--- src/rtl/axi_mmio_pkg.sv ---
// Shared definitions for the single-outstanding AXI4 MMIO manager:
// AXI constant codes, the FSM state type and default bus widths.
package axi_mmio_pkg;

    localparam int ADDR_W_DEF = 31;
    localparam int DATA_W_DEF = 64;

    localparam logic [1:0] AXI_BURST_INCR = 2'b01;
    localparam logic [1:0] AXI_RESP_OKAY   = 2'b00;
    localparam logic [1:0] AXI_RESP_EXOKAY = 2'b01;
    localparam logic [1:0] AXI_RESP_SLVERR = 2'b10;
    localparam logic [1:0] AXI_RESP_DECERR = 2'b11;

    typedef enum logic [2:0] {
        ST_IDLE,
        ST_RD_AR,
        ST_RD_R,
        ST_WR_AWW,
        ST_WR_B,
        ST_RSP
    } state_t;

    // Sizes above 8 bytes cannot fit the 64-bit port and are rejected locally.
    function automatic logic cmd_bad(input logic [2:0] size, input logic [2:0] addr_lo);
        logic [3:0] mask;
        mask = (4'd1 << size) - 4'd1;
        return (size > 3'd3) || (({1'b0, addr_lo} & mask) != 4'd0);
    endfunction

endpackage

--- src/rtl/axi_mmio_master.sv ---
// Converts a cmd/rsp handshake into single-beat AXI4 reads and writes,
// one transaction in flight at a time.
module axi_mmio_master
    import axi_mmio_pkg::*;
#(
    parameter logic [3:0] AXI_ID = 4'h0,
    parameter int         ADDR_W = ADDR_W_DEF,
    parameter int         DATA_W = DATA_W_DEF
) (
    input  logic                  i_clock,
    input  logic                  i_reset,

    input  logic                  i_cmd_valid,
    output logic                  o_cmd_ready,
    input  logic                  i_cmd_write,
    input  logic [ADDR_W-1:0]     i_cmd_addr,
    input  logic [2:0]            i_cmd_size,
    input  logic [DATA_W-1:0]     i_cmd_wdata,
    input  logic [DATA_W/8-1:0]   i_cmd_wstrb,

    output logic                  o_rsp_valid,
    input  logic                  i_rsp_ready,
    output logic [DATA_W-1:0]     o_rsp_rdata,
    output logic [1:0]            o_rsp_resp,

    output logic                  o_m_axi4_aw_valid,
    input  logic                  i_m_axi4_aw_ready,
    output logic [3:0]            o_m_axi4_aw_id,
    output logic [ADDR_W-1:0]     o_m_axi4_aw_addr,
    output logic [7:0]            o_m_axi4_aw_len,
    output logic [2:0]            o_m_axi4_aw_size,
    output logic [1:0]            o_m_axi4_aw_burst,

    output logic                  o_m_axi4_w_valid,
    input  logic                  i_m_axi4_w_ready,
    output logic [DATA_W-1:0]     o_m_axi4_w_data,
    output logic [DATA_W/8-1:0]   o_m_axi4_w_strb,
    output logic                  o_m_axi4_w_last,

    input  logic                  i_m_axi4_b_valid,
    output logic                  o_m_axi4_b_ready,
    input  logic [3:0]            i_m_axi4_b_id,
    input  logic [1:0]            i_m_axi4_b_resp,

    output logic                  o_m_axi4_ar_valid,
    input  logic                  i_m_axi4_ar_ready,
    output logic [3:0]            o_m_axi4_ar_id,
    output logic [ADDR_W-1:0]     o_m_axi4_ar_addr,
    output logic [7:0]            o_m_axi4_ar_len,
    output logic [2:0]            o_m_axi4_ar_size,
    output logic [1:0]            o_m_axi4_ar_burst,

    input  logic                  i_m_axi4_r_valid,
    output logic                  o_m_axi4_r_ready,
    input  logic [3:0]            i_m_axi4_r_id,
    input  logic [DATA_W-1:0]     i_m_axi4_r_data,
    input  logic [1:0]            i_m_axi4_r_resp,
    input  logic                  i_m_axi4_r_last
);

    state_t                r_state;
    logic                  r_cmd_ready;
    logic                  r_ar_valid, r_aw_valid, r_w_valid;
    logic                  r_aw_done, r_w_done;
    logic                  r_r_ready, r_b_ready;
    logic                  r_rsp_valid;
    logic [DATA_W-1:0]     r_rsp_rdata;
    logic [1:0]            r_rsp_resp;
    logic [ADDR_W-1:0]     r_addr;
    logic [2:0]            r_size;
    logic [DATA_W-1:0]     r_wdata;
    logic [DATA_W/8-1:0]   r_wstrb;

    logic w_aw_hs, w_w_hs, w_aw_fin, w_w_fin;

    assign w_aw_hs  = r_aw_valid & i_m_axi4_aw_ready;
    assign w_w_hs   = r_w_valid & i_m_axi4_w_ready;
    assign w_aw_fin = r_aw_done | w_aw_hs;
    assign w_w_fin  = r_w_done | w_w_hs;

    always_ff @(posedge i_clock) begin
        if (i_reset) begin
            r_state     <= ST_IDLE;
            r_cmd_ready <= 1'b0;
            r_ar_valid  <= 1'b0;
            r_aw_valid  <= 1'b0;
            r_w_valid   <= 1'b0;
            r_aw_done   <= 1'b0;
            r_w_done    <= 1'b0;
            r_r_ready   <= 1'b0;
            r_b_ready   <= 1'b0;
            r_rsp_valid <= 1'b0;
            r_rsp_rdata <= '0;
            r_rsp_resp  <= AXI_RESP_OKAY;
            r_addr      <= '0;
            r_size      <= '0;
            r_wdata     <= '0;
            r_wstrb     <= '0;
        end else begin
            case (r_state)
                ST_IDLE: begin
                    r_cmd_ready <= 1'b1;
                    if (r_cmd_ready && i_cmd_valid) begin
                        r_cmd_ready <= 1'b0;
                        r_addr      <= i_cmd_addr;
                        r_size      <= i_cmd_size;
                        r_wdata     <= i_cmd_wdata;
                        r_wstrb     <= i_cmd_wstrb;
                        if (cmd_bad(i_cmd_size, i_cmd_addr[2:0])) begin
                            r_rsp_valid <= 1'b1;
                            r_rsp_rdata <= '0;
                            r_rsp_resp  <= AXI_RESP_SLVERR;
                            r_state     <= ST_RSP;
                        end else if (i_cmd_write) begin
                            r_aw_valid <= 1'b1;
                            r_w_valid  <= 1'b1;
                            r_aw_done  <= 1'b0;
                            r_w_done   <= 1'b0;
                            r_state    <= ST_WR_AWW;
                        end else begin
                            r_ar_valid <= 1'b1;
                            r_state    <= ST_RD_AR;
                        end
                    end
                end
                ST_RD_AR: begin
                    if (i_m_axi4_ar_ready) begin
                        r_ar_valid <= 1'b0;
                        r_r_ready  <= 1'b1;
                        r_state    <= ST_RD_R;
                    end
                end
                ST_RD_R: begin
                    if (i_m_axi4_r_valid) begin
                        r_r_ready   <= 1'b0;
                        r_rsp_valid <= 1'b1;
                        r_rsp_rdata <= i_m_axi4_r_data;
                        r_rsp_resp  <= (i_m_axi4_r_last && i_m_axi4_r_id == AXI_ID) ?
                                       i_m_axi4_r_resp : AXI_RESP_SLVERR;
                        r_state     <= ST_RSP;
                    end
                end
                ST_WR_AWW: begin
                    // aw and w complete independently; leave once both have.
                    if (w_aw_hs) begin
                        r_aw_valid <= 1'b0;
                        r_aw_done  <= 1'b1;
                    end
                    if (w_w_hs) begin
                        r_w_valid <= 1'b0;
                        r_w_done  <= 1'b1;
                    end
                    if (w_aw_fin && w_w_fin) begin
                        r_b_ready <= 1'b1;
                        r_state   <= ST_WR_B;
                    end
                end
                ST_WR_B: begin
                    if (i_m_axi4_b_valid) begin
                        r_b_ready   <= 1'b0;
                        r_rsp_valid <= 1'b1;
                        r_rsp_rdata <= '0;
                        r_rsp_resp  <= (i_m_axi4_b_id == AXI_ID) ?
                                       i_m_axi4_b_resp : AXI_RESP_SLVERR;
                        r_state     <= ST_RSP;
                    end
                end
                ST_RSP: begin
                    if (i_rsp_ready) begin
                        r_rsp_valid <= 1'b0;
                        r_cmd_ready <= 1'b1;
                        r_state     <= ST_IDLE;
                    end
                end
                default: r_state <= ST_IDLE;
            endcase
        end
    end

    assign o_cmd_ready       = r_cmd_ready;
    assign o_rsp_valid       = r_rsp_valid;
    assign o_rsp_rdata       = r_rsp_rdata;
    assign o_rsp_resp        = r_rsp_resp;

    assign o_m_axi4_aw_valid = r_aw_valid;
    assign o_m_axi4_aw_id    = AXI_ID;
    assign o_m_axi4_aw_addr  = r_addr;
    assign o_m_axi4_aw_len   = 8'd0;
    assign o_m_axi4_aw_size  = r_size;
    assign o_m_axi4_aw_burst = AXI_BURST_INCR;

    assign o_m_axi4_w_valid  = r_w_valid;
    assign o_m_axi4_w_data   = r_wdata;
    assign o_m_axi4_w_strb   = r_wstrb;
    assign o_m_axi4_w_last   = 1'b1;

    assign o_m_axi4_b_ready  = r_b_ready;

    assign o_m_axi4_ar_valid = r_ar_valid;
    assign o_m_axi4_ar_id    = AXI_ID;
    assign o_m_axi4_ar_addr  = r_addr;
    assign o_m_axi4_ar_len   = 8'd0;
    assign o_m_axi4_ar_size  = r_size;
    assign o_m_axi4_ar_burst = AXI_BURST_INCR;

    assign o_m_axi4_r_ready  = r_r_ready;

endmodule

--- config.mk ---
export PLATFORM = sky130hd
export DESIGN_NAME = axi_mmio_master
export DESIGN_NICKNAME = d
export VERILOG_FILES = /design/src/rtl/axi_mmio_pkg.sv /design/src/rtl/axi_mmio_master.sv
export SDC_FILE = /design/constraint.sdc
export NUM_CORES = 1
export LEC_CHECK = 0
export ABC_AREA = 1
export CAP_MARGIN = 20
export CORE_AREA = 4 4 168 170
export DETAILED_ROUTE_END_ITERATION = 16
export DIE_AREA = 0 0 172 174
export SYNTH_ARGS = -nofsm -noshare
export SYNTH_HDL_FRONTEND = slang
export SYNTH_SLANG_ARGS = --single-unit
--- constraint.sdc ---
create_clock -name i_clock -period 3.74 [get_ports i_clock]
set_input_delay 0.374 -clock i_clock [delete_from_list [all_inputs] [get_ports i_clock]]
set_output_delay 0.374 -clock i_clock [all_outputs]
set_load 0.02 [all_outputs]
Yosys cells after proc, flatten, opt, wreduce, memory -nomap -nowiden:

Index checks and enable logic that the tools add are counted.
W data, S select, Z words.

* $add $sub $neg: 1
* shifts and indexed selects: 1
* order comparisons: 1
* reduce and logical (&&, ||, !) cells: 25
* multiplexer cells: 55
* bitwise logic cells: 5
* equal/unequal tests: 17

Operators with widths (number)
* $mux W64: 4
* $pmux W64 S3: 1
* $mux W1: 25
* $ne A2 B2 Y1 const B: 12
* $mux W3: 7
* $reduce_and A5 Y1: 4
* $pmux W3 S6: 1
* $pmux W1 S2: 8
* $mux W2: 7
* $reduce_and A6 Y1: 2
* $reduce_bool A2 Y1: 5
* $logic_not A4 Y1: 2
* $reduce_bool A4 Y1: 2
* $eq A3 B2 Y1 const B: 2
* $eq A3 B3 Y1 const B: 2
* $pmux W2 S3: 1
* $reduce_and A3 Y1: 2
* $and A3 B4 Y4: 1
* $pmux W1 S4: 1
* $reduce_and A2 Y1: 2
* $shl A1 B3 Y4 const A: 1
* $sub A4 B1 Y4 const B: 1
* $eq A3 B1 Y1 const B: 1
* $gt A3 B2 Y1 const B: 1
* 6 further kinds: 10

* output and inout port bits: 242
* input bits: 193
* logic and storage cells: 121
* register bits after elaboration: 184

Depth between registers and ports, before layout:

* depth after elaboration: 8
* depth in mapped cells: 14
* gate-level depth less buffers: 12

Least setup slack after synthesis:

OpenSTA, ideal clock, no wires.

* path kind: input to register
* from: in i_cmd_size[2]
* to: reg r_rsp_rdata[11], in the netlist o_rsp_rdata[11]
* library setup time: 112 ps
* required time: 3628 ps
* stages on the path: 14
* data arrival time: 1953 ps
* slack: 1675 ps
* path buffers: 2
* cells stage by stage: nor2_1 nand2_1 ha_1 inv_1 nand2_1 nand2_1 a21oi_1 nand3_2 nand2_2 inv_2 buf_4 buf_4 nor2_1 nor2_1

* word-level cells in the longest chain between the ends: 7
* elaborated cells between the ends (all ways): 8
* classes of those cells: add/sub: 1; order compare: 1; eq/ne: 1; shift: 1; bitwise: 1; reduce/logical: 3

Ends and longest elaborated chain
* start, declared: line axi_mmio_master.sv:17 `input logic [2:0] i_cmd_size,`
* $shl A1 B3 Y4: line axi_mmio_pkg.sv:26 `mask = (4'd1 << size) - 4'd1;`
* $sub A4 B1 Y4: line axi_mmio_pkg.sv:26
* $and A3 B4 Y4: line axi_mmio_pkg.sv:27 `return (size > 3'd3) || (({1'b0, addr_lo} & mask) != 4'd0);`
* $reduce_bool A4 Y1: line axi_mmio_pkg.sv:27
* $logic_or A1 B1 Y1 (*): line axi_mmio_pkg.sv:27
* $ne A2 B2 Y1 (no source line) (*)
* $reduce_and A5 Y1 (no source line) (*)
* end signal, assigned: line axi_mmio_master.sv:137 `r_rsp_rdata <= i_m_axi4_r_data;`
* end, declared: line axi_mmio_master.sv:67 `logic [DATA_W-1:0] r_rsp_rdata;`

Every way passes the cells marked *; elsewhere a longest branch is shown, timed or not.
A chain may end at the register's enable or synchronous reset.

Worst setup path after layout:

* from: in i_cmd_size[0]
* to: reg r_rsp_rdata[56], in the netlist o_rsp_rdata[56]

Same word-level chain as after synthesis.

==> impl_results.rst <==
.. list-table::
   :header-rows: 1

   * - Metric
     - Value
   * - Status
     - complete, no violations
   * - Post-Synthesis Mean Instance Area
     - 7.15 µm²
   * - Leakage
     - 0.00478 µW
   * - Period utilization
     - 0.690
   * - Clock sink total
     - 184
   * - Minimum clock period after layout
     - 2.58 ns
   * - Final global-route overflow total
     - 0
   * - Share of post-route cells with drive strength above 1
     - 0.0399
   * - Logic gate share of total power
     - 0.452
   * - Synth-to-Final Area Change
     - 58.5%
   * - Startpoint kind of the worst setup timing path
     - primary input
   * - Register share of total power
     - 0.323
   * - RR Endpoint
     - o_rsp_rdata[56]
   * - Final number of max-transition violations
     - 0
   * - Clock tree from TritonCTS
     - done
   * - Classification of the worst-slack hold path
     - in2reg
   * - Kind of end point of the critical path
     - flop
   * - Core box area
     - 26,700 µm²
   * - Final Power
     - 8120 µW
   * - Number of cells after detailed placement
     - 1,738
   * - Arrival time of the worst setup path
     - 2.94 ns
   * - Weighted congestion reported at the end of routability-driven placement
     - 0.835
   * - Required time of the worst setup path
     - 4.10 ns
   * - Effective utilization at floorplan
     - 0.289
   * - Die Span X
     - 172 µm
   * - Cell at the root of the clock tree
     - clkbuf_16
   * - Iter 0 DRT Violations
     - 408
   * - Synthesis Warnings
     - 0
   * - Slew @ Worst Pin
     - 0.945 ns
   * - Clock power share
     - 0.225
   * - DRC errors left
     - 0
   * - Count of placed standard cells in the final layout, fillers left out
     - 1,770
   * - Critical path destination
     - o_rsp_rdata[56]
   * - Switching share of total power
     - 0.409
   * - Number of vias per cell
     - 4.37
   * - Hold Fails Final Rpt
     - 0
   * - Synth cell types
     - 24
   * - Half-perimeter wire length of the detailed placement result
     - 19.7 mm
   * - Number of diodes
     - 0
   * - Worst slew slack as a fraction of its limit
     - 0.370
   * - Clock latency on the worst-skew pair
     - 0.43 ns
   * - Drt pass-1 iters
     - 4
   * - Vias after detailed routing
     - 7,742
   * - Count of standard-cell rows
     - 60
   * - All-layer global routing usage
     - 0.171
   * - Clock slew at the register clock pins of the worst setup and hold paths
     - 0.08 ns
   * - Worst hold slack
     - 0.332 ns
   * - Switching Power
     - 3320 µW
   * - Vias in the first global route
     - 7,433
   * - Crit path max fanout
     - 52
   * - Largest cells by area after synthesis
     - dfxtp_1, nand2_1, nor2_1, a21oi_1, buf_4
   * - Antenna violations before repair
     - 0
   * - Sequential fraction of the synthesis area
     - 0.476
   * - RSZ-0062 raised after global routing
     - no
   * - Detail-routed net length per standard cell
     - 15.4 µm
   * - Cts hold-fix bufs
     - 0
   * - Critical path launch point
     - i_cmd_size[0]
   * - Cell-internal power
     - 4800 µW
   * - Die Ht
     - 174 µm
   * - Maximum vdd ir drop
     - 0.293 mV
   * - Proportion of netlist area held by the largest area contributor
     - 0.476
   * - Boundary Pins
     - 435
   * - Register-to-register path setup slack
     - 1.29 ns
   * - Mapped Area
     - 7730 µm²
   * - Power per standard cell area
     - 662 nW/µm²
   * - Overall die area
     - 29,900 µm²
   * - # fillers
     - 2,707
   * - FF-to-FF Start
     - r_state[0]
   * - Largest net degree at the start of global routing
     - 65
   * - ANT nets after route
     - 0
   * - Resize count post-CTS
     - 0
   * - Highest attainable clock frequency
     - 387 MHz
   * - Max-cap violations
     - 0
   * - Total wire length
     - 27.2 mm
   * - Post-layout net count
     - 1,610
   * - Number of buffers added for setup after CTS
     - 0
   * - Post-synthesis sequential element count
     - 184
   * - Total CTS buffers
     - 17
   * - Final-report setup violation count
     - 0
   * - Library cell with the largest summed area after synthesis
     - dfxtp_1
   * - Clk buf depth
     - 2
   * - Post-Route Skew
     - 0.0173 ns
   * - Total of buffers placed on input and output ports
     - 405
   * - Depth of the CTS H-tree
     - 4
   * - Setup TNS
     - 0 ns
   * - First-pass GRT wire length
     - 40.8 mm
   * - Worst setup path category
     - in2reg
   * - Mapped Cells
     - 1,082
   * - Worst reg-to-reg path cell count
     - 11
## flip-flops by register name, summed over array words and instances, names as in the netlist, 2 cells and up
signal            cells
o_m_axi4_w_data      64
o_rsp_rdata          64
o_m_axi4_ar_addr     31
o_m_axi4_w_strb       8
o_m_axi4_ar_size      3
r_state               3
o_rsp_resp            2
## cell families after synthesis
logic type | count (synthesis) | synth area share
AND/OR/NAND/NOR | 553 | 0.282
buffers and inverters | 183 | 0.125
adder cells (fa/ha/maj) | 1 | 0.00162
other | 2 | 0.000971
AO/OA/AOI/OAI | 159 | 0.113
flip-flops | 184 | 0.476
## power groups by stage
| stage | Clock [µW] | Combinational [µW] | Sequential, µW |
|---|---|---|---|
| floorplan | 0 | 1840 | 3100 |
| global route | 1980 | 4060 | 2670 |
| global placement | 0 | 3680 | 2660 |
| finish | 1830 | 3670 | 2620 |
| detailed placement | 0 | 3700 | 2670 |
| CTS | 1900 | 3710 | 2630 |
## worst max-delay path, cell delays in order
cell and delay, ns:
clkdlybuf4s50_1 0.44, nor2_1 0.17, nand2_1 0.10, ha_1 0.30
inv_1 0.06, nand2_1 0.04, nand2_1 0.05, a21oi_1 0.05
nand3_2 0.10, nand2_2 0.06, inv_2 0.67, buf_4 0.35
nor2_1 0.06, nor2_1 0.08
## cells in the mapped netlist
master and count:
conb_1 2, nand4_1 2, nor2_1 173, nand2_2 3, nand3_1 49, nor3_4 1
o22ai_1 1, nand3_2 1, nor2_4 1, nand2_1 320, inv_1 50, buf_6 2
dfxtp_1 184, buf_4 67, nor3_2 1, nor3_1 2, inv_2 4, o21bai_1 31
ha_1 1, o21ai_0 7, clkbuf_1 48, a21oi_1 119, buf_2 12, a211oi_1 1
## placed cells by master (no fill, tap or decap)
| cell type | instances |
|---|---|
| clkdlybuf4s50_1 | 404 |
| nand2_1 | 319 |
| dfxtp_1 | 184 |
| nor2_1 | 173 |
| a21oi_1 | 119 |
| inv_1 | 50 |
| nand3_1 | 49 |
| o21bai_1 | 31 |
| conb_1 | 29 |
| clkbuf_16 | 17 |
| buf_4 | 12 |
| o21ai_0 | 7 |
| inv_8 | 5 |
| inv_2 | 3 |
| nand2_2 | 3 |
| clkinv_8 | 3 |
| inv_6 | 3 |
| nor3_4 | 2 |
| nor3_1 | 2 |
| nand4_1 | 2 |
| clkinvlp_4 | 2 |
| nor2_4 | 1 |
| nand2_4 | 1 |
| clkinv_2 | 1 |
| nand3_2 | 1 |
| o22ai_1 | 1 |
| a211oi_1 | 1 |
| ha_1 | 1 |
| clkinv_4 | 1 |
| clkbuf_8 | 1 |
| buf_12 | 1 |
## cell type report
class	count	area, µm²	share of cell area
clock inverters	14	155	0.0127
repair buffers	417	4150	0.339
multi-input cells	742	3200	0.261
clock buffers	18	439	0.0358
flip-flops and latches	184	3680	0.300
inverters	54	204	0.0166
well taps	341	427	0.0348
## how the worst min path moves through the flow
stage | to | depth (start not counted) | startpoint
after floorplan | r_aw_done | 2 | r_aw_done
after global placement | r_w_done | 2 | r_w_done
after detailed placement | r_aw_done | 2 | r_aw_done
after CTS | o_m_axi4_w_data[48] | 2 | i_reset
after global routing | o_m_axi4_w_data[6] | 2 | i_reset
final | o_m_axi4_w_data[48] | 2 | i_reset
## metal layers
metal  track usage  vias to the layer above  wire length, µm
met3        0.0682                        7             2740
met5             0                        -                0
met1         0.201                     3490            11100
met2         0.295                      294            13200
met4        0.0295                        0              167
li1              -                     3951                -
## per-stage QoR
step	setup WS, ns	util	instance area, µm²
after detailed placement	0.712	0.436	11700
after global routing	0.891	0.459	12300
after global placement	0.759	0.436	11700
after CTS	1.18	0.459	12300
after floorplan	1.67	-	7840
final	1.16	0.459	12300
(Power assumes the default switching activity.)
